===== config.mk =====
export PLATFORM = sky130hd
export DESIGN_NAME = counter_read_arbiter_flat
export DESIGN_NICKNAME = d
export VERILOG_FILES = /design/src/rtl/counter_read_arbiter_if.sv /design/src/rtl/counter_read_arbiter.sv /design/src/flat_wrapper.sv
export SDC_FILE = /design/constraint.sdc
export NUM_CORES = 1
export LEC_CHECK = 0
export BUFFER_PORTS_ARGS = -buffer_cell sky130_fd_sc_hd__buf_4
export CORE_MARGIN = 2
export CORE_UTILIZATION = 40
export DETAILED_ROUTE_END_ITERATION = 7
export HOLD_SLACK_MARGIN = 0.06
export PLACE_DENSITY = 0.71
export SLEW_MARGIN = 0
export SYNTH_ARGS = -nofsm -noshare
export SYNTH_HDL_FRONTEND = slang
export SYNTH_SLANG_ARGS = --single-unit

===== constraint.sdc =====
create_clock -name clk -period 1.6 [get_ports clk]
set_clock_uncertainty 0.15 [all_clocks]
set_input_delay 0.16 -clock clk [delete_from_list [all_inputs] [get_ports clk]]
set_output_delay 0.16 -clock clk [all_outputs]
set_load 0.1 [all_outputs]

===== src/rtl/counter_read_arbiter_if.sv =====
// Bundle of the requester-side read handshake and the counter read-port
// handshake shared by the arbiter and its environment.
//
// Handshake semantics:
//   rd_req_i[i] is a level request held by requester i until it sees its
//   single-cycle rd_valid_o[i] pulse; rd_data_o/rd_err_o are qualified by
//   that pulse. ctr_req_o is a single-cycle beat (ctr_atomic_o=1 for the low
//   word, 0 for the upper snapshot); the counter answers each beat with one
//   ctr_ack_i cycle carrying ctr_count_i. There is no back-pressure on the
//   completion side: a valid pulse is consumed in the cycle it appears.
interface counter_read_arbiter_if #(
    parameter int NUM_REQ = 4
);
    logic [NUM_REQ-1:0] rd_req_i;
    logic [NUM_REQ-1:0] rd_valid_o;
    logic               rd_err_o;
    logic [63:0]        rd_data_o;
    logic               ctr_req_o;
    logic               ctr_atomic_o;
    logic               ctr_ack_i;
    logic [31:0]        ctr_count_i;

    // Arbiter view.
    modport slave (
        input  rd_req_i,
        input  ctr_ack_i,
        input  ctr_count_i,
        output rd_valid_o,
        output rd_err_o,
        output rd_data_o,
        output ctr_req_o,
        output ctr_atomic_o
    );

    // Environment view (requesters plus counter).
    modport master (
        output rd_req_i,
        output ctr_ack_i,
        output ctr_count_i,
        input  rd_valid_o,
        input  rd_err_o,
        input  rd_data_o,
        input  ctr_req_o,
        input  ctr_atomic_o
    );
endinterface


===== src/rtl/counter_read_arbiter.sv =====
// Round-robin arbiter that shares the 32-bit read port of a 64-bit event
// counter. Each transaction is an uninterruptible low (atomic) beat followed
// by the upper-snapshot beat, so every requester gets one coherent value.
module counter_read_arbiter #(
    parameter int NUM_REQ     = 4,
    parameter int ACK_TIMEOUT = 4
) (
    input  logic                    clk,
    input  logic                    reset_n,
    counter_read_arbiter_if.slave   bus,
    output logic                    busy_o,
    output logic                    err_o,
    output logic [2:0]              dbg_state_o
);

    localparam int PW = (NUM_REQ > 1) ? $clog2(NUM_REQ) : 1;
    localparam int SW = PW + 1;
    localparam int TW = $clog2(ACK_TIMEOUT + 1);

    typedef enum logic [2:0] {
        IDLE     = 3'd0,
        ISSUE_LO = 3'd1,
        WAIT_LO  = 3'd2,
        ISSUE_HI = 3'd3,
        WAIT_HI  = 3'd4,
        RESP     = 3'd5
    } state_t;

    state_t        state_q, state_d;
    logic [PW-1:0] last_q, last_d;
    logic [PW-1:0] grant_q, grant_d;
    logic [31:0]   lo_q, lo_d;
    logic [31:0]   hi_q, hi_d;
    logic          txn_err_q, txn_err_d;
    logic          err_q, err_d;
    logic [TW-1:0] wait_q, wait_d;

    logic          pick_found;
    logic [PW-1:0] pick_idx;
    logic [SW-1:0] rr_cand;

    // Round-robin search: first set request upward from last granted + 1.
    always_comb begin
        pick_found = 1'b0;
        pick_idx   = '0;
        rr_cand    = '0;
        for (int i = 0; i < NUM_REQ; i++) begin
            rr_cand = SW'(last_q) + SW'(1) + SW'(i);
            if (rr_cand >= SW'(NUM_REQ)) begin
                rr_cand = rr_cand - SW'(NUM_REQ);
            end
            if (!pick_found && bus.rd_req_i[rr_cand[PW-1:0]]) begin
                pick_found = 1'b1;
                pick_idx   = rr_cand[PW-1:0];
            end
        end
    end

    // Next-state logic: beat sequencing, ack timeout and sticky error.
    always_comb begin
        state_d   = state_q;
        last_d    = last_q;
        grant_d   = grant_q;
        lo_d      = lo_q;
        hi_d      = hi_q;
        txn_err_d = txn_err_q;
        err_d     = err_q;
        wait_d    = '0;

        // An ack outside a wait state has no beat to answer.
        if (bus.ctr_ack_i && (state_q != WAIT_LO) && (state_q != WAIT_HI)) begin
            err_d = 1'b1;
        end

        case (state_q)
            IDLE: begin
                if (pick_found) begin
                    grant_d   = pick_idx;
                    lo_d      = '0;
                    hi_d      = '0;
                    txn_err_d = 1'b0;
                    state_d   = ISSUE_LO;
                end
            end
            ISSUE_LO: state_d = WAIT_LO;
            WAIT_LO: begin
                if (bus.ctr_ack_i) begin
                    lo_d    = bus.ctr_count_i;
                    state_d = ISSUE_HI;
                end else if (wait_q == TW'(ACK_TIMEOUT - 1)) begin
                    err_d     = 1'b1;
                    txn_err_d = 1'b1;
                    state_d   = RESP;
                end else begin
                    wait_d = wait_q + TW'(1);
                end
            end
            ISSUE_HI: state_d = WAIT_HI;
            WAIT_HI: begin
                if (bus.ctr_ack_i) begin
                    hi_d    = bus.ctr_count_i;
                    state_d = RESP;
                end else if (wait_q == TW'(ACK_TIMEOUT - 1)) begin
                    err_d     = 1'b1;
                    txn_err_d = 1'b1;
                    state_d   = RESP;
                end else begin
                    wait_d = wait_q + TW'(1);
                end
            end
            RESP: begin
                last_d  = grant_q;
                state_d = IDLE;
            end
            default: state_d = IDLE;
        endcase
    end

    // State and datapath registers; the pointer resets so requester 0 wins first.
    always_ff @(posedge clk or negedge reset_n) begin
        if (!reset_n) begin
            state_q   <= IDLE;
            last_q    <= PW'(NUM_REQ - 1);
            grant_q   <= '0;
            lo_q      <= '0;
            hi_q      <= '0;
            txn_err_q <= 1'b0;
            err_q     <= 1'b0;
            wait_q    <= '0;
        end else begin
            state_q   <= state_d;
            last_q    <= last_d;
            grant_q   <= grant_d;
            lo_q      <= lo_d;
            hi_q      <= hi_d;
            txn_err_q <= txn_err_d;
            err_q     <= err_d;
            wait_q    <= wait_d;
        end
    end

    // Outputs decoded from state; data and error are forced to 0 outside RESP.
    always_comb begin
        bus.ctr_req_o    = (state_q == ISSUE_LO) || (state_q == ISSUE_HI);
        bus.ctr_atomic_o = (state_q == ISSUE_LO);
        bus.rd_valid_o   = '0;
        bus.rd_data_o    = '0;
        bus.rd_err_o     = 1'b0;
        if (state_q == RESP) begin
            bus.rd_valid_o = NUM_REQ'(1) << grant_q;
            bus.rd_err_o   = txn_err_q;
            if (!txn_err_q) begin
                bus.rd_data_o = {hi_q, lo_q};
            end
        end
        busy_o      = (state_q != IDLE);
        err_o       = err_q;
        dbg_state_o = state_q;
    end

endmodule


===== src/flat_wrapper.sv =====
// flat-port wrapper written by rule: the top's interface ports become plain ports
module counter_read_arbiter_flat 
#(
    parameter int NUM_REQ     = 4,
    parameter int ACK_TIMEOUT = 4
)
  (clk, reset_n, busy_o, err_o, dbg_state_o, bus_rd_req_i, bus_ctr_ack_i, bus_ctr_count_i, bus_rd_valid_o, bus_rd_err_o, bus_rd_data_o, bus_ctr_req_o, bus_ctr_atomic_o);
  counter_read_arbiter_if #(.NUM_REQ(NUM_REQ)) bus_i ();
  input  logic clk;
  input  logic reset_n;
  output logic busy_o;
  output logic err_o;
  output logic [2:0] dbg_state_o;
  input wire logic [$bits(bus_i.rd_req_i)-1:0] bus_rd_req_i;
  input wire logic [$bits(bus_i.ctr_ack_i)-1:0] bus_ctr_ack_i;
  input wire logic [$bits(bus_i.ctr_count_i)-1:0] bus_ctr_count_i;
  output wire logic [$bits(bus_i.rd_valid_o)-1:0] bus_rd_valid_o;
  output wire logic [$bits(bus_i.rd_err_o)-1:0] bus_rd_err_o;
  output wire logic [$bits(bus_i.rd_data_o)-1:0] bus_rd_data_o;
  output wire logic [$bits(bus_i.ctr_req_o)-1:0] bus_ctr_req_o;
  output wire logic [$bits(bus_i.ctr_atomic_o)-1:0] bus_ctr_atomic_o;
  assign bus_i.rd_req_i = bus_rd_req_i;
  assign bus_i.ctr_ack_i = bus_ctr_ack_i;
  assign bus_i.ctr_count_i = bus_ctr_count_i;
  assign bus_rd_valid_o = bus_i.rd_valid_o;
  assign bus_rd_err_o = bus_i.rd_err_o;
  assign bus_rd_data_o = bus_i.rd_data_o;
  assign bus_ctr_req_o = bus_i.ctr_req_o;
  assign bus_ctr_atomic_o = bus_i.ctr_atomic_o;
  counter_read_arbiter #(.NUM_REQ(NUM_REQ), .ACK_TIMEOUT(ACK_TIMEOUT)) u_core (.clk(clk), .reset_n(reset_n), .bus(bus_i), .busy_o(busy_o), .err_o(err_o), .dbg_state_o(dbg_state_o));
endmodule

==> out/results.ini, run 1 <==
[die]
core_sq_um=9328
boundaryPins=115
die_x_um=102.4
initial_utilization=0.4154
placement_rows=35
fp.dieArea_sq_um=10490
die_height_um=102.4

[worst_hold_path]
min_path_type=in -> async

[timing]
final_critical_path_setup_slack_ps=-566.0
final_hold_viol_count=0
fmaxAchievable_ghz=0.4617
timing.setup.tns_ps=-53730
setup_repair_after_global_routing_missed_its_margin=true
final-setup-viol-count=143
final.period_utilization=1.354
final_period_minus_worst_setup_slack_ps=2166
maxSlewHeadroom=0.7640
number_of_pins_exceeding_their_max_slew_limit_in_the_final_report=0
worst_slew_pin_slew_ps=351.4

[global_routing]
grt_pass1_vias=4303
global_route.usage.total=0.2758
grt_pass1_wl_um=22020
gr-total-overflow=0
antenna_found_initial=0
grt_start_max_net_pins=41

[logic_synthesis]
synthXorXnorAreaFrac=0
total_of_warnings_raised_by_yosys=0
synth_area_sq_um=3875
post_synth.cell_area_avg_sq_um=8.970
synthFlopType=sky130_fd_sc_hd__dfrtp_1
postSynthRegisterBits=76
synth_nets=472
synth_cells=432
largest_family_of_logic_cells_by_synthesized_area=simple AND/OR/NAND/NOR gates
yosys-mux-area-fraction=0.005166
synth_fa_ha_area_frac=0.003229
yosysSeqAreaShare=0.4914
simple_logic_cell_fraction_of_the_synthesized_area=0.3035
synth_edf_count=0
synth_compound_gate_area_share=0.1282
synth.lib_cells_used.distinct=39
asyncSetResetFlopFracSynth=1.000

[detailed_routing]
drt_first_iter_violations=195
drt-vias-per-instance=5.128
routed_wire_length_per_instance_um=18.23
firstDrtPassIters=4
num_vias=3938
drc=0
drt_wl_total_um=14000
ant_nets=0

[clock_network]
clk_transition_reported_paths_ps=80
cts_inserted_buffers=9
cts_tree=built
ctsLongestPathBuffers=2
clock_latency_ps=350
cts.sink_count=76
cts_htree_levels=3
ctsRootBufferMaster=sky130_fd_sc_hd__clkbuf_8

[outcome]
failed_checks=negative setup slack
run_status=finished, violations left

[critical_path]
cp_data_required_time_ps=1290
setup.worst_path.start=u_core.dbg_state_o[1]$_DFFE_PN0P_
timing_worst_setup_path_type=reg -> out
setup.worst_path.start_class=flop
critical_register_to_register_path_startpoint=u_core.dbg_state_o[1]$_DFFE_PN0P_
cp_data_arrival_time_ps=1860
worstRegToRegCells=9
rr_endpoint=u_core.lo_q[0]$_DFFE_PN0P_
critPathMaxFanout=34
end_kind=output port
crit_end=bus_rd_data_o[46]
reg2reg_setup_slack_ps=-300

[placement]
port_buffers=114
dp.final_hpwl_um=7015
gpl.final_weighted_congestion=0.7956
dpl_worst_slack_ps=-252.8

[pwr]
vdd_ir_drop_max_v=0.001596
cellPowerDensity_nw_per_um2=1431
cellLeakagePower_nw=3.360
finalPower_mw=10.89

[layout]
n_fill_cell=503
diodes_inserted=0
synthToLayoutAreaGrowth_pct=96.42
regArea_sq_um=1916
fin_nets=674
drive_above_1_share=0.5321
multi_input_comb_area_sq_um=2121

[run]
maxCapViolations=0

## Yosys cell counts (2+ instances only)
cell type	number	area, sq um
sky130_fd_sc_hd__nand2b_1	4	25.02
sky130_fd_sc_hd__o22ai_1	3	18.77
sky130_fd_sc_hd__dfstp_2	2	52.55
sky130_fd_sc_hd__inv_1	2	7.510
sky130_fd_sc_hd__and2_1	65	406.6
sky130_fd_sc_hd__nor3_1	2	10.01
sky130_fd_sc_hd__nor4_4	2	42.54
sky130_fd_sc_hd__dfrtp_1	74	1852
sky130_fd_sc_hd__clkbuf_2	2	10.01
sky130_fd_sc_hd__buf_4	3	22.52
sky130_fd_sc_hd__nor3b_1	3	22.52
sky130_fd_sc_hd__buf_2	6	30.03
sky130_fd_sc_hd__or2_1	2	12.51
sky130_fd_sc_hd__o21ai_2	10	87.58
sky130_fd_sc_hd__a211o_1	2	17.52
sky130_fd_sc_hd__nor2b_1	5	31.28
sky130_fd_sc_hd__and3_1	2	12.51
sky130_fd_sc_hd__o21ai_1	51	255.2
sky130_fd_sc_hd__clkbuf_1	4	15.01
sky130_fd_sc_hd__buf_6	16	180.2
sky130_fd_sc_hd__a21oi_1	8	40.04
sky130_fd_sc_hd__nand2_1	133	499.2
sky130_fd_sc_hd__mux2i_1	2	20.02
sky130_fd_sc_hd__o21ai_0	6	30.03
sky130_fd_sc_hd__nor2_1	9	33.78
## cell families after synthesis
family	Yosys count
adder cells (fa/ha/maj)	1
buffers and inverters	33
multiplexers	2
AND/OR/NAND/NOR	235
AO/OA/AOI/OAI	85
flip-flops	76
## metrics by stage
| stage | util | instance area (sq um) | hold WS, ps | instances |
|---|---|---|---|---|
| after detailed placement | 0.5632 | 5254 | -68.45 | 678 |
| after global routing | 0.8160 | 7611 | 115.6 | 768 |
| after global placement | 0.5632 | 5254 | -73.47 | 678 |
| after floorplan | - | 4134 | -285.6 | 432 |
| final | 0.8160 | 7611 | 102.5 | 768 |
| after CTS | 0.7925 | 7392 | 96.32 | 762 |
## worst min-delay path by stage
| stage | startpoint | to | slack (ps) |
|---|---|---|---|
| 2_1_floorplan | reset_n | u_core.err_o$_DFF_PN0_ | -290 |
| 3_3_place_gp | reset_n | u_core.lo_q[24]$_DFFE_PN0P_ | -70 |
| 3_5_place_dp | reset_n | u_core.lo_q[24]$_DFFE_PN0P_ | -70 |
| 4_1_cts | reset_n | u_core.lo_q[24]$_DFFE_PN0P_ | 100 |
| 5_1_grt | reset_n | u_core.err_o$_DFF_PN0_ | 120 |
| 6_report | reset_n | u_core.lo_q[24]$_DFFE_PN0P_ | 100 |
## registers in the layout, indices dropped and copies added (netlist names)
name                count
u_core.grant_q          2
u_core.err_o            1
u_core.dbg_state_o      3
u_core.txn_err_q        1
u_core.last_q           2
u_core.lo_q            32
u_core.hi_q            32
u_core.wait_q           3
## worst max-delay path, stage by stage, from the launching register on
cell,delay (ps)
sky130_fd_sc_hd__dfrtp_4,480
sky130_fd_sc_hd__and2b_2,250
sky130_fd_sc_hd__nand2_4,80
sky130_fd_sc_hd__nor2_8,120
sky130_fd_sc_hd__buf_12,200
sky130_fd_sc_hd__and2_4,190
sky130_fd_sc_hd__buf_12,170
## routing by layer
layer,GRT usage,routed length (um),vias up
met5,0,0,-
met4,0.06872,193,0
met3,0.05951,743,16
li1,-,-,1803
met1,0.3292,5454,1960
met2,0.5038,7612,159
## cell type report
cell class	count	share of cell area
Multi-Input combinational cell	323	0.2786
Sequential cell	76	0.2517
Inverter	2	0.0009864
Clock inverter	4	0.006247
Clock buffer	12	0.02038
Timing Repair Buffer	222	0.4208
Tap cell	129	0.02121
## cell usage in the layout (no fill, tap or decap), drive strengths merged, types with 2 or more instances in the layout
cell type    synthesis  final
dfrtp               74     74
dlygate4sd3          0     38
nor3b                3      3
nor4                 2      2
o22ai                4      4
nor3                 2      2
dfstp                2      2
mux2i                2      2
nor2                10     10
buf                 25    183
and3                 2      2
a211o                2      2
clkbuf               6     13
a21oi                8      8
and2                65     65
inv                  2      2
or2                  3      3
nor2b                5      5
nand2b               5      5
o21ai               67     67
clkinv               0      2
nand2              134    134
## power by group
part	switching (mW)	leakage [nW]	total (mW)	internal, mW
sequential	0.623	1.01	3.31	2.68
clock	0.734	0.102	1.54	0.803
combinational	3.18	2.25	6.05	2.87
total	4.54	3.36	10.9	6.35
## timing repair
| item | in CTS | in global routing |
|---|---|---|
| pin swaps | 13 | 17 |
| setup endpoints to repair | 142 | 146 |
| gates resized for setup | 268 | 45 |
| hold endpoints to repair | 144 | 0 |
| hold buffers | 38 | 0 |
| setup buffers | 19 | 8 |
| cloned | 12 | 1 |
No activity file was read; power rests on OpenSTA's default activity.
==> run 2: changes to the inputs <==
--- a/config.mk
+++ b/config.mk
@@ -5,12 +5,12 @@
 export SDC_FILE = /design/constraint.sdc
 export NUM_CORES = 1
 export LEC_CHECK = 0
-export BUFFER_PORTS_ARGS = -buffer_cell sky130_fd_sc_hd__buf_4
+export BUFFER_PORTS_ARGS = -buffer_cell sky130_fd_sc_hd__buf_2
 export CORE_MARGIN = 2
-export CORE_UTILIZATION = 40
+export CORE_UTILIZATION = 47
 export DETAILED_ROUTE_END_ITERATION = 7
 export HOLD_SLACK_MARGIN = 0.06
-export PLACE_DENSITY = 0.71
+export PLACE_DENSITY = 0.81
 export SLEW_MARGIN = 0
 export SYNTH_ARGS = -nofsm -noshare
 export SYNTH_HDL_FRONTEND = slang
==> run 2 against run 1 <==
- the flow still finishes with violations (negative setup slack)
- flip-flop and latch count did not move
- clock power shrank 3%
- utilization rose by 13 points
- combinational power grew 18%
- fmax decreased by 2.6%
- global-route usage grew 9.1 points
- cell count is 3.1% lower
- hold slack got worse by 10 ps
- power is 11% higher
- first-iteration DRC count is 79% higher
- via count rose by 19%
- largest cell class unchanged
- die area shrank 14%
==> out/results.ini, run 2 (same netlist as run 1, synthesis figures left out) <==
[critical_path]
critPathMaxFanout=24  ; -29%
setup.worst_path.start_class=flop
critPathBufInv=2  ; unchanged
cp_common_cell=sky130_fd_sc_hd__buf_12
critPathTopFamily=simple AND/OR/NAND/NOR gates
worstPathCellList=and2b_2 -> nand2_4 -> nor2_8 -> buf_12 -> and2_4 -> buf_12
critical_register_to_register_path_startpoint=u_core.dbg_state_o[1]$_DFFE_PN0P_
worstRegToRegCells=11  ; +2
rr_endpoint=u_core.hi_q[24]$_DFFE_PN0P_
end_kind=output port
timing_worst_setup_path_type=reg -> out
critPathSlowestCell=sky130_fd_sc_hd__dfrtp_4
cp_num_cells=6  ; unchanged
cp_data_required_time_ps=1290  ; about the same
reg2reg_setup_slack_ps=-550  ; -250 ps
critical-path-max-stage-delay_ps=470  ; about the same
cp_data_arrival_time_ps=1910  ; +50 ps

[clock_network]
cts_htree_levels=3  ; unchanged
ctsRootBufferMaster=sky130_fd_sc_hd__clkbuf_8
cts.sink_count=76  ; unchanged
ctsLongestPathBuffers=2  ; unchanged
clk_transition_reported_paths_ps=80  ; about the same
cts_inserted_buffers=9  ; unchanged
clock_latency_ps=350  ; about the same
cts_tree=built

[layout]
final_cell_mix=sky130_fd_sc_hd__buf_12, sky130_fd_sc_hd__dfrtp_1, sky130_fd_sc_hd__nand2_1
regArea_sq_um=1916  ; unchanged
post-route-cell-area_sq_um=7692  ; +1.1%
fin_nets=674  ; unchanged
diodes_inserted=0  ; unchanged
layout_commonest_cell=sky130_fd_sc_hd__buf_12
n_fill_cell=190  ; -62%
synthToLayoutAreaGrowth_pct=98.51
largest_registers=u_core.hi_q: 32 flops, u_core.lo_q: 32 flops
multi_input_comb_area_sq_um=2402  ; +13%
drive_above_1_share=0.6385  ; +0.1064

[detailed_routing]
ant_nets=0  ; unchanged
drt-vias-per-instance=6.301  ; +23%
routed_wire_length_per_instance_um=26.77  ; +47%
drt_first_iter_violations=349  ; +79%
drt_wl_total_um=19910  ; +42%
firstDrtPassIters=7  ; +3
num_vias=4688  ; +19%
drc=0  ; unchanged

[global_routing]
global_route.usage.total=0.3667  ; +0.09093
antenna_found_initial=0  ; unchanged
grt_pass1_vias=4608  ; +7.1%
gr-total-overflow=0  ; unchanged
grt_start_max_net_pins=39  ; -4.9%
grt_pass1_wl_um=24610  ; +12%

[die]
boundaryPins=115  ; unchanged
die_x_um=94.80  ; -7.4%
die_height_um=94.80  ; -7.4%
placement_rows=33  ; -5.7%
initial_utilization=0.4788  ; +0.06339
fp.dieArea_sq_um=8987  ; -14%
core_sq_um=8093  ; -13%

[placement]
gpl.final_weighted_congestion=0.8103  ; +1.8%
dp.final_hpwl_um=8024  ; +14%
port_buffers=114  ; unchanged
placement_stage_cell_area_sq_um=6012  ; +14%

[worst_hold_path]
worst_hold_path_cell_count=3
whs_endpoint=u_core.grant_q[1]$_DFFE_PN0P_
min_path_type=in -> reg
hold_path.startpoint=bus_rd_req_i[3]

[timing]
final_critical_path_setup_slack_ps=-623.3  ; -57.35 ps
final_period_minus_worst_setup_slack_ps=2223  ; +57.35 ps
maxSlewHeadroom=0.6606  ; -0.1033
final_hold_viol_count=0  ; unchanged
final.period_utilization=1.390  ; +0.03584
worst_slew_pin_slew_ps=507.9  ; +156.6 ps
timing.setup.tns_ps=-72580  ; -18850 ps
number_of_pins_exceeding_their_max_slew_limit_in_the_final_report=0  ; unchanged
setup_repair_after_global_routing_missed_its_margin=true
fmaxAchievable_ghz=0.4498  ; -2.6%
final-setup-viol-count=149  ; +4.2%

[pwr]
vdd_ir_drop_max_v=0.001827  ; +14%
cellPowerDensity_nw_per_um2=1573  ; +10%
cellLeakagePower_nw=3.439  ; +2.3%

[outcome]
failed_checks=negative setup slack
run_status=finished, violations left

[run]
maxCapViolations=0  ; unchanged

==> run 2: timing repair <==
item / 4_1_cts / 5_1_grt
pin swaps: 9 / 9
resized for setup: 102 / 97
setup endpoints to repair: 141 / 148
buffers inserted: 23 / 15
hold buffers: 35 / 0
gates cloned: 12 / 1
hold endpoints to repair: 143 / 0
==> run 2: layer usage <==
| metal | vias to the layer above | routed length [um] | global-route usage |
|---|---|---|---|
| li1 | 1808 | - | - |
| met1 | 2244 | 6598 | 0.4214 |
| met2 | 458 | 9849 | 0.6637 |
| met3 | 178 | 1835 | 0.05746 |
| met4 | 0 | 1630 | 0.1751 |
| met5 | - | 0 | 0 |
==> run 2: final cells by class <==
class,instances,area share
Inverter,2,0.0009759
Clock buffer,11,0.01708
Timing Repair Buffer,222,0.3967
Tap cell,105,0.01708
Clock inverter,5,0.006831
Sequential cell,76,0.2490
Multi-Input combinational cell,323,0.3123
==> run 2: metrics by stage <==
stage          total power, mW  worst slack [ps]  instances    util  hold slack [ps]
6_report                 12.10            -623.3        744  0.9505            92.10
3_5_place_dp             7.552            -185.3        652  0.7429           -23.68
4_1_cts                  10.82            -548.0        737  0.9100            66.25
2_1_floorplan            6.086            -672.1        432       -           -285.6
5_1_grt                  12.36            -650.0        744  0.9505            82.44
3_3_place_gp             7.312            -130.3        652  0.7429           -31.49
==> run 2: how the worst max path moves through the flow <==
stage | start | to
after detailed placement | u_core.dbg_state_o[1]$_DFFE_PN0P_ | bus_rd_data_o[45]
final | u_core.dbg_state_o[1]$_DFFE_PN0P_ | bus_rd_data_o[50]
after floorplan | u_core.dbg_state_o[1]$_DFFE_PN0P_ | bus_rd_valid_o[0]
after global placement | u_core.dbg_state_o[1]$_DFFE_PN0P_ | bus_rd_data_o[13]
after CTS | u_core.dbg_state_o[1]$_DFFE_PN0P_ | bus_rd_data_o[45]
after global routing | u_core.dbg_state_o[1]$_DFFE_PN0P_ | bus_rd_data_o[10]
==> run 2: power breakdown <==
part | internal, mW | switching [mW] | leakage, nW
combinational | 3.14 | 3.99 | 2.33
clock | 0.716 | 0.782 | 0.0931
sequential | 2.68 | 0.791 | 1.01
total | 6.54 | 5.57 | 3.44
==> run 2: worst min-delay path: cells and delay by family <==
| family | cells | cell delay (ps) |
|---|---|---|
| AO/OA/AOI/OAI | 2 | 210 |
| buffers and inverters | 1 | 180 |
